### src/rtl/reset_sequencer_if.sv
// Handshake and reset-output bundle between the reset sequencer and its consumers.
// The slave side is the sequencer; the master side requests software resets.
interface reset_sequencer_if #(
    parameter int NUM_OUT = 4
);
    logic               sw_rst_req;
    logic [NUM_OUT-1:0] rst_n_out;
    logic               rst_done;
    logic               sw_rst_ack;

    modport master (
        output sw_rst_req,
        input  rst_n_out,
        input  rst_done,
        input  sw_rst_ack
    );

    modport slave (
        input  sw_rst_req,
        output rst_n_out,
        output rst_done,
        output sw_rst_ack
    );
endinterface

### src/rtl/reset_sequencer.sv
// Asynchronously asserted, synchronously released reset sequencer producing NUM_OUT
// staggered active-low resets, with a software-triggered re-run of the hold/release sequence.
module reset_sequencer #(
    parameter int SYNC_STAGES = 2,
    parameter int HOLD_CYCLES = 16,
    parameter int NUM_OUT     = 4,
    parameter int STAGE_GAP   = 4,
    parameter int CNT_W       = 8
) (
    input  logic             sys_clk,
    input  logic             sys_resetn,
    reset_sequencer_if.slave bus
);
    // The FSM state register acts as the last synchronizer flop, so the chain itself is one shorter.
    localparam int SW    = SYNC_STAGES - 1;
    localparam int IDX_W = (NUM_OUT > 1) ? $clog2(NUM_OUT) : 1;

    typedef enum logic [1:0] {SYNC, HOLD, RELEASE, DONE} state_t;

    state_t             state_q, state_d;
    logic [SW-1:0]      sync_q;
    logic [CNT_W-1:0]   cnt_q, cnt_d;
    logic [IDX_W-1:0]   idx_q, idx_d;
    logic [NUM_OUT-1:0] rst_n_q, rst_n_d;
    logic               done_q, done_d;
    logic               ack_q, ack_d;

    always_ff @(posedge sys_clk or negedge sys_resetn) begin
        if (!sys_resetn) begin
            sync_q  <= '0;
            state_q <= SYNC;
            cnt_q   <= '0;
            idx_q   <= '0;
            rst_n_q <= '0;
            done_q  <= 1'b0;
            ack_q   <= 1'b0;
        end else begin
            sync_q  <= (sync_q << 1) | SW'(1);
            state_q <= state_d;
            cnt_q   <= cnt_d;
            idx_q   <= idx_d;
            rst_n_q <= rst_n_d;
            done_q  <= done_d;
            ack_q   <= ack_d;
        end
    end

    always_comb begin
        state_d = state_q;
        cnt_d   = cnt_q;
        idx_d   = idx_q;
        rst_n_d = rst_n_q;
        done_d  = done_q;
        ack_d   = 1'b0;
        case (state_q)
            SYNC: begin
                if (sync_q[SW-1]) begin
                    state_d = HOLD;
                    cnt_d   = '0;
                end
            end
            HOLD: begin
                if (cnt_q == CNT_W'(HOLD_CYCLES - 1)) begin
                    rst_n_d = NUM_OUT'(1);
                    cnt_d   = '0;
                    idx_d   = IDX_W'(1);
                    if (NUM_OUT == 1) begin
                        state_d = DONE;
                        done_d  = 1'b1;
                    end else begin
                        state_d = RELEASE;
                    end
                end else begin
                    cnt_d = cnt_q + CNT_W'(1);
                end
            end
            RELEASE: begin
                // Bits release strictly in order, so shifting in a one releases bit idx_q.
                if (cnt_q == CNT_W'(STAGE_GAP - 1)) begin
                    rst_n_d = (rst_n_q << 1) | NUM_OUT'(1);
                    cnt_d   = '0;
                    idx_d   = idx_q + IDX_W'(1);
                    if (idx_q == IDX_W'(NUM_OUT - 1)) begin
                        state_d = DONE;
                        done_d  = 1'b1;
                    end
                end else begin
                    cnt_d = cnt_q + CNT_W'(1);
                end
            end
            DONE: begin
                if (bus.sw_rst_req) begin
                    rst_n_d = '0;
                    done_d  = 1'b0;
                    ack_d   = 1'b1;
                    cnt_d   = '0;
                    state_d = HOLD;
                end
            end
            default: state_d = SYNC;
        endcase
    end

    assign bus.rst_n_out  = rst_n_q;
    assign bus.rst_done   = done_q;
    assign bus.sw_rst_ack = ack_q;
endmodule

### src/flat_wrapper.sv
// flat-port wrapper written by rule: the top's interface ports become plain ports
module reset_sequencer_flat 
#(
    parameter int SYNC_STAGES = 2,
    parameter int HOLD_CYCLES = 16,
    parameter int NUM_OUT     = 4,
    parameter int STAGE_GAP   = 4,
    parameter int CNT_W       = 8
)
  (sys_clk, sys_resetn, bus_sw_rst_req, bus_rst_n_out, bus_rst_done, bus_sw_rst_ack);
  reset_sequencer_if #(.NUM_OUT(NUM_OUT)) bus_i ();
  input  logic sys_clk;
  input  logic sys_resetn;
  input wire logic [$bits(bus_i.sw_rst_req)-1:0] bus_sw_rst_req;
  output wire logic [$bits(bus_i.rst_n_out)-1:0] bus_rst_n_out;
  output wire logic [$bits(bus_i.rst_done)-1:0] bus_rst_done;
  output wire logic [$bits(bus_i.sw_rst_ack)-1:0] bus_sw_rst_ack;
  assign bus_i.sw_rst_req = bus_sw_rst_req;
  assign bus_rst_n_out = bus_i.rst_n_out;
  assign bus_rst_done = bus_i.rst_done;
  assign bus_sw_rst_ack = bus_i.sw_rst_ack;
  reset_sequencer #(.SYNC_STAGES(SYNC_STAGES), .HOLD_CYCLES(HOLD_CYCLES), .NUM_OUT(NUM_OUT), .STAGE_GAP(STAGE_GAP), .CNT_W(CNT_W)) u_core (.sys_clk(sys_clk), .sys_resetn(sys_resetn), .bus(bus_i));
endmodule
### config.mk
export PLATFORM = sky130hd
export DESIGN_NAME = reset_sequencer_flat
export DESIGN_NICKNAME = d
export VERILOG_FILES = /design/src/rtl/reset_sequencer_if.sv /design/src/rtl/reset_sequencer.sv /design/src/flat_wrapper.sv
export SDC_FILE = /design/constraint.sdc
export NUM_CORES = 1
export LEC_CHECK = 0
export ABC_AREA = 1
export ABC_CLOCK_PERIOD_IN_PS = 4500
export CAP_MARGIN = 5
export CORE_ASPECT_RATIO = 2
export CORE_UTILIZATION = 25
export CTS_BUF_LIST = sky130_fd_sc_hd__clkbuf_8
export CTS_CLUSTER_SIZE = 10
export DETAILED_ROUTE_END_ITERATION = 8
export GPL_ROUTABILITY_DRIVEN = 0
export PLACE_DENSITY = 0.44
export SYNTH_ARGS = -nofsm -noshare
export SYNTH_HDL_FRONTEND = slang
export SYNTH_SLANG_ARGS = --single-unit
### constraint.sdc
create_clock -name sys_clk -period 4.5 [get_ports sys_clk]
set_clock_uncertainty 0.05 [all_clocks]
set_input_delay 0.9 -clock sys_clk [delete_from_list [all_inputs] [get_ports sys_clk]]
set_output_delay 0.9 -clock sys_clk [all_outputs]
set_load 0.02 [all_outputs]
# After elaboration in Yosys (flattened, before gate mapping)

Index checks and enable logic that the tools add are counted.

Flip-flop bits (word level): 19
Bits in latches: 0
RAM bits: 0
Bits in read-only memories: 0
Input bits: 3
Output and inout bits: 6
Logic and storage cells: 53
Memories: 0

Add/sub/neg operators: 2
$mul: 0
Div/mod/pow operators: 0
$lt $le $gt $ge: 0
Equality and inequality tests: 11
Shifts and indexed selects: 0
Muxes and demuxes: 24
Bitwise operators: 0
Reductions and logical operators: 9

Operator list:

| operator                                               | count |
|---|---|
| 2-to-1 mux 8 bit                                       | 4 |
| case mux 8 bit (4 select lines)                        | 1 |
| 2-to-1 mux 2 bit                                       | 7 |
| 2-to-1 mux 4 bit                                       | 3 |
| case mux 4 bit (3 select lines)                        | 1 |
| adder 8 x 1 -> 8 bit (second input constant)           | 1 |
| == test 8 x 2 -> 1 bit (second input constant)         | 1 |
| == test 8 x 4 -> 1 bit (second input constant)         | 1 |
| inequality test 2 x 1 -> 1 bit (second input constant) | 4 |
| case mux 2 bit (4 select lines)                        | 1 |
| AND reduction 4 bit                                    | 2 |
| == test 2 bit (second input constant)                  | 3 |
| 2-to-1 mux 1 bit                                       | 5 |
| AND reduction 5 bit                                    | 1 |
| case mux 2 bit (2 select lines)                        | 1 |
| nonzero test 2 bit                                     | 2 |
| AND reduction 3 bit                                    | 1 |
| nonzero test 3 bit                                     | 1 |
| adder 2 x 1 -> 2 bit (second input constant)           | 1 |
| == test 2 x 1 -> 1 bit (second input constant)         | 1 |
| zero test 2 bit                                        | 1 |
| inequality test 2 bit (second input constant)          | 1 |
| case mux 1 bit (2 select lines)                        | 1 |
| AND reduction 2 bit                                    | 1 |

# Depth between registers and ports, before layout

Word-level depth: 4
Depth in mapped cells: 10
Mapped depth without buffers: 9

# Worst setup path after synthesis

Ideal clock, no wire load.

Path kind: input port to flip-flop
Start point: in bus_sw_rst_req
End point: reg u_core.cnt_q[6]
Setup time: 0.077 ns
Data arrival time: 1.510 ns
Required time: 4.373 ns
Path slack: 2.863 ns
Cell stages on the path: 8
Buffers on the path: 0
Cell sequence: inv_1 -> nand2_1 -> nand2_2 -> nor2_1 -> nand2_1 -> nand2_1 -> nand2_1 -> a21oi_1

Longest elaborated chain between the ends: 2

RTL lines:

| element                                | line                  | text |
|---|---|---|
| start, declared                        | flat_wrapper.sv:14    | `input wire logic [$bits(bus_i.sw_rst_req)-1:0] bus_sw_rst_req;` |
| inequality test 2 bit (no source line) | n/a                   |  |
| AND reduction 2 bit (no source line)   | n/a                   |  |
| end signal, assigned                   | reset_sequencer.sv:40 | `cnt_q <= cnt_d;` |
| end, declared                          | reset_sequencer.sv:22 | `logic [CNT_W-1:0] cnt_q, cnt_d;` |

No other way between the ends.
A chain may end at the register's enable or synchronous reset.

# Worst setup path after layout

Start point: reg u_core.rst_n_q[1] (netlist: u_core.bus.rst_n_out[1])
End point: out bus_rst_n_out[1]

RTL lines:

| element                | line                  | text |
|---|---|---|
| start, declared        | reset_sequencer.sv:24 | `logic [NUM_OUT-1:0] rst_n_q, rst_n_d;` |
| start signal, assigned | reset_sequencer.sv:42 | `rst_n_q <= rst_n_d;` |
| end, declared          | flat_wrapper.sv:15    | `output wire logic [$bits(bus_i.rst_n_out)-1:0] bus_rst_n_out;` |

No word-level cell between the ends.

==> results.rst <==
.. list-table::
   :header-rows: 1

   * - Metric
     - Value
   * - Run status
     - finished, final reports clean
   * - Antenna violations before repair
     - 0
   * - Initial cell density of the core
     - 26.55%
   * - Chip Height
     - 92.82 um
   * - Share of synthesized area occupied by flip-flops and latches
     - 46.12%
   * - Worst vdd rail ir drop
     - 0.0001609 V
   * - Cell type group with the largest total delay on the critical path
     - buffers and inverters
   * - Worst-case clock buffer depth
     - 2
   * - Number of global-route vias before repair
     - 856
   * - Net Count, Synth
     - 141
   * - Via Count
     - 839
   * - Post-CTS setup repair buffer count
     - 0
   * - Hold buffers post-CTS
     - 0
   * - Cell-by-cell trace of the critical path
     - clkdlybuf4s50_1
   * - Global Route Usage Sum
     - 12.28%
   * - Final clock period utilization by the worst path
     - 48.64%
   * - Final net count
     - 153
   * - Library cell used as clock root buffer
     - sky130_fd_sc_hd__clkbuf_8
   * - Leakage power
     - 0.6082 nW
   * - Overall die width
     - 47.41 um
   * - Worst-skew pair later-pin latency
     - 0.26 ns
   * - Clock-pin slew reported for the worst setup and hold paths after clock tree synthesis
     - 0.08 ns
   * - Most frequent standard cell in the layout excluding fill and tap cells
     - sky130_fd_sc_hd__nand2_1
   * - Number of detailed-route iterations in the first pass
     - 4
   * - Post-DR wirelength/cell
     - 11.48 um
   * - Area of the mapped netlist
     - 1031 um^2
   * - CP startpoint kind
     - register
   * - Number of inserted diodes
     - 0
   * - Power per cell area
     - 594.3 nW/um^2
   * - Total Negative Setup Slacks
     - 0 ns
   * - Critical path arrival
     - 1.24 ns
   * - Type of element capturing the critical path
     - output pin
   * - Final setup fails
     - 0
   * - Post-place setup slack
     - 2.198 ns
   * - Core region area
     - 3884 um^2
   * - Clock period minus final worst setup slack
     - 2.189 ns
   * - Total number of placement rows
     - 32
   * - Post-route met1 wirelength
     - 833 um
   * - Slowest library cell on the worst path
     - sky130_fd_sc_hd__clkdlybuf4s50_1
   * - CP max stage delay
     - 0.61 ns
   * - Endpoint required time on the critical path
     - 3.55 ns
   * - Actual transition at the worst max-transition pin
     - 0.8933 ns
   * - Unrepaired setup endpoints after global routing
     - no
   * - Top sig layer
     - met4
   * - Slew margin rel.
     - 40.26%
   * - Synth Warn #
     - 0
   * - Minimum setup slack in the final design
     - 2.311 ns
   * - Detail Route met3 WL
     - 52 um
   * - Number of buffers created by CTS
     - 3
   * - Highest net fanout along the worst path
     - 3
   * - Share of post-route cells with drive strength above 1
     - 5.634%
   * - Most frequent cells in the layout
     - sky130_fd_sc_hd__nand2_1 (43), sky130_fd_sc_hd__inv_1 (19), sky130_fd_sc_hd__dfrtp_1 (19), sky130_fd_sc_hd__nand3_1 (9), sky130_fd_sc_hd__nor2_1 (9)
   * - Drt total wl
     - 2216 um
   * - Final Util
     - 31.31%
   * - Max frequency
     - 0.4568 GHz
   * - CTS sink cnt
     - 19
   * - TritonCTS clock tree
     - built
   * - Mapped Avg Cell Area
     - 7.870 um^2
   * - IO buf count
     - 8
   * - Flip-flop and latch count after synthesis
     - 19
   * - Worst hold path class
     - reg2reg
   * - Drt first-iter violations
     - 8
   * - Final Hold Violating Endpoints
     - 0
   * - Die area
     - 4401 um^2
   * - Count of pins over their slew limit
     - 0
   * - Length of routed met2 wiring
     - 1290 um
   * - DPL Wire Length
     - 1768 um
   * - Number of H-tree levels
     - 1
   * - DRC violation count after routing
     - 0
   * - Mapped Cells
     - 131
   * - Total congestion overflow after global routing
     - 0
   * - Remaining number of nets flagged by the antenna check after routing
     - 0
   * - Area growth from synthesis to final layout
     - 17.96%
   * - Drt via density
     - 4.347
   * - Library cells used by synthesis
     - 17
   * - Max-cap check violation count
     - 0
   * - Sum of buffers and inverters on the critical path
     - 1
   * - Ports
     - 9
   * - Wire length of the first global-routing pass
     - 3781 um
   * - Class of the most critical setup path
     - reg2out
   * - Pin count of the biggest net entering global routing
     - 20
   * - Post_cts resized
     - 0
-- kinds of logic (layout without fill, tap and decap cells) --
logic type,Yosys count,in the layout,share of synthesized area [%]
xor+xnor,3,3,2.549
fa+ha+maj,7,7,8.495
flops,19,19,46.12
simple gates,63,63,24.88
buf+inv,20,31,7.403
compound gates,18,18,10.19
other cells,1,1,0.3637
-- stage by stage --
step	std cells	hold slack (ns)	power, mW	instance area, um^2
6_report	193	0.4517	0.7227	1216
3_3_place_gp	189	0.4286	0.5996	1170
5_1_grt	193	0.4980	0.7918	1216
4_1_cts	193	0.4646	0.7321	1216
3_5_place_dp	189	0.4452	0.6081	1170
2_1_floorplan	131	0.4127	0.4928	1031
-- flip-flops by register name (all words and copies together) (netlist names) --
name,flops
u_core.cnt_q,8
u_core.bus.rst_n_out,4
u_core.idx_q,2
u_core.state_q,2
u_core.bus.rst_done,1
u_core.bus.sw_rst_ack,1
u_core.sync_q,1
-- layout make-up --
cell class                      instances  area [um^2]
Inverter                               19        71.32
Tap cell                               51        63.81
Multi-Input combinational cell         92        479.2
Timing Repair Buffer                    8        80.08
Sequential cell                        19        475.5
Fill cell                             436         2668
Clock buffer                            3        41.29
Clock inverter                          1        5.005
-- power breakdown --
part / internal, mW / total (mW) / switching (mW) / leakage (nW)
combinational: 0.123 / 0.351 / 0.228 / 0.333
clock: 0.0617 / 0.124 / 0.0624 / 0.0255
sequential: 0.214 / 0.248 / 0.0334 / 0.250
-- cells in the mapped netlist, drive strengths merged --
cell type,instances,area [um^2]
nand3,10,55.05
dfrtp,19,475.5
xnor2,1,8.760
a21oi,3,15.01
inv,19,71.32
nand2,44,167.7
conb,1,3.750
ha,7,87.58
nor2,9,33.78
buf,1,5.000
xor2,2,17.52
o21ai,15,90.09
-- path summary, 6_finish.rpt --
path	from	to	slack, ns	cells after the start
hold reg to reg	u_core.bus.rst_n_out[3]	u_core.bus.rst_n_out[3]	0.45	2
hold / removal	u_core.bus.rst_n_out[3]	u_core.bus.rst_n_out[3]	0.45	2
min in group asynchronous	sys_resetn	u_core.state_q[0]	1.09	1
setup reg to reg	u_core.state_q[0]	u_core.cnt_q[5]	2.80	6
max in group asynchronous	sys_resetn	u_core.bus.rst_n_out[3]	2.76	1
setup / recovery	u_core.bus.rst_n_out[1]	bus_rst_n_out[1]	2.31	1
-- worst register-to-register path: cells and delay by family, from the launching register on --
kind | cells | cell delay [ns]
simple gates | 2 | 0.26
compound gates | 2 | 0.34
flops | 1 | 0.44
fa+ha+maj | 1 | 0.39
buf+inv | 1 | 0.11
-- per-layer routing --
layer / global-route usage, % / vias up
met1: 11.44 / 398
met4: 5.714 / 0
li1: - / 426
met3: 1.754 / 4
met5: 0 / -
met2: 23.29 / 11
No activity file was read; power rests on OpenSTA's default activity.
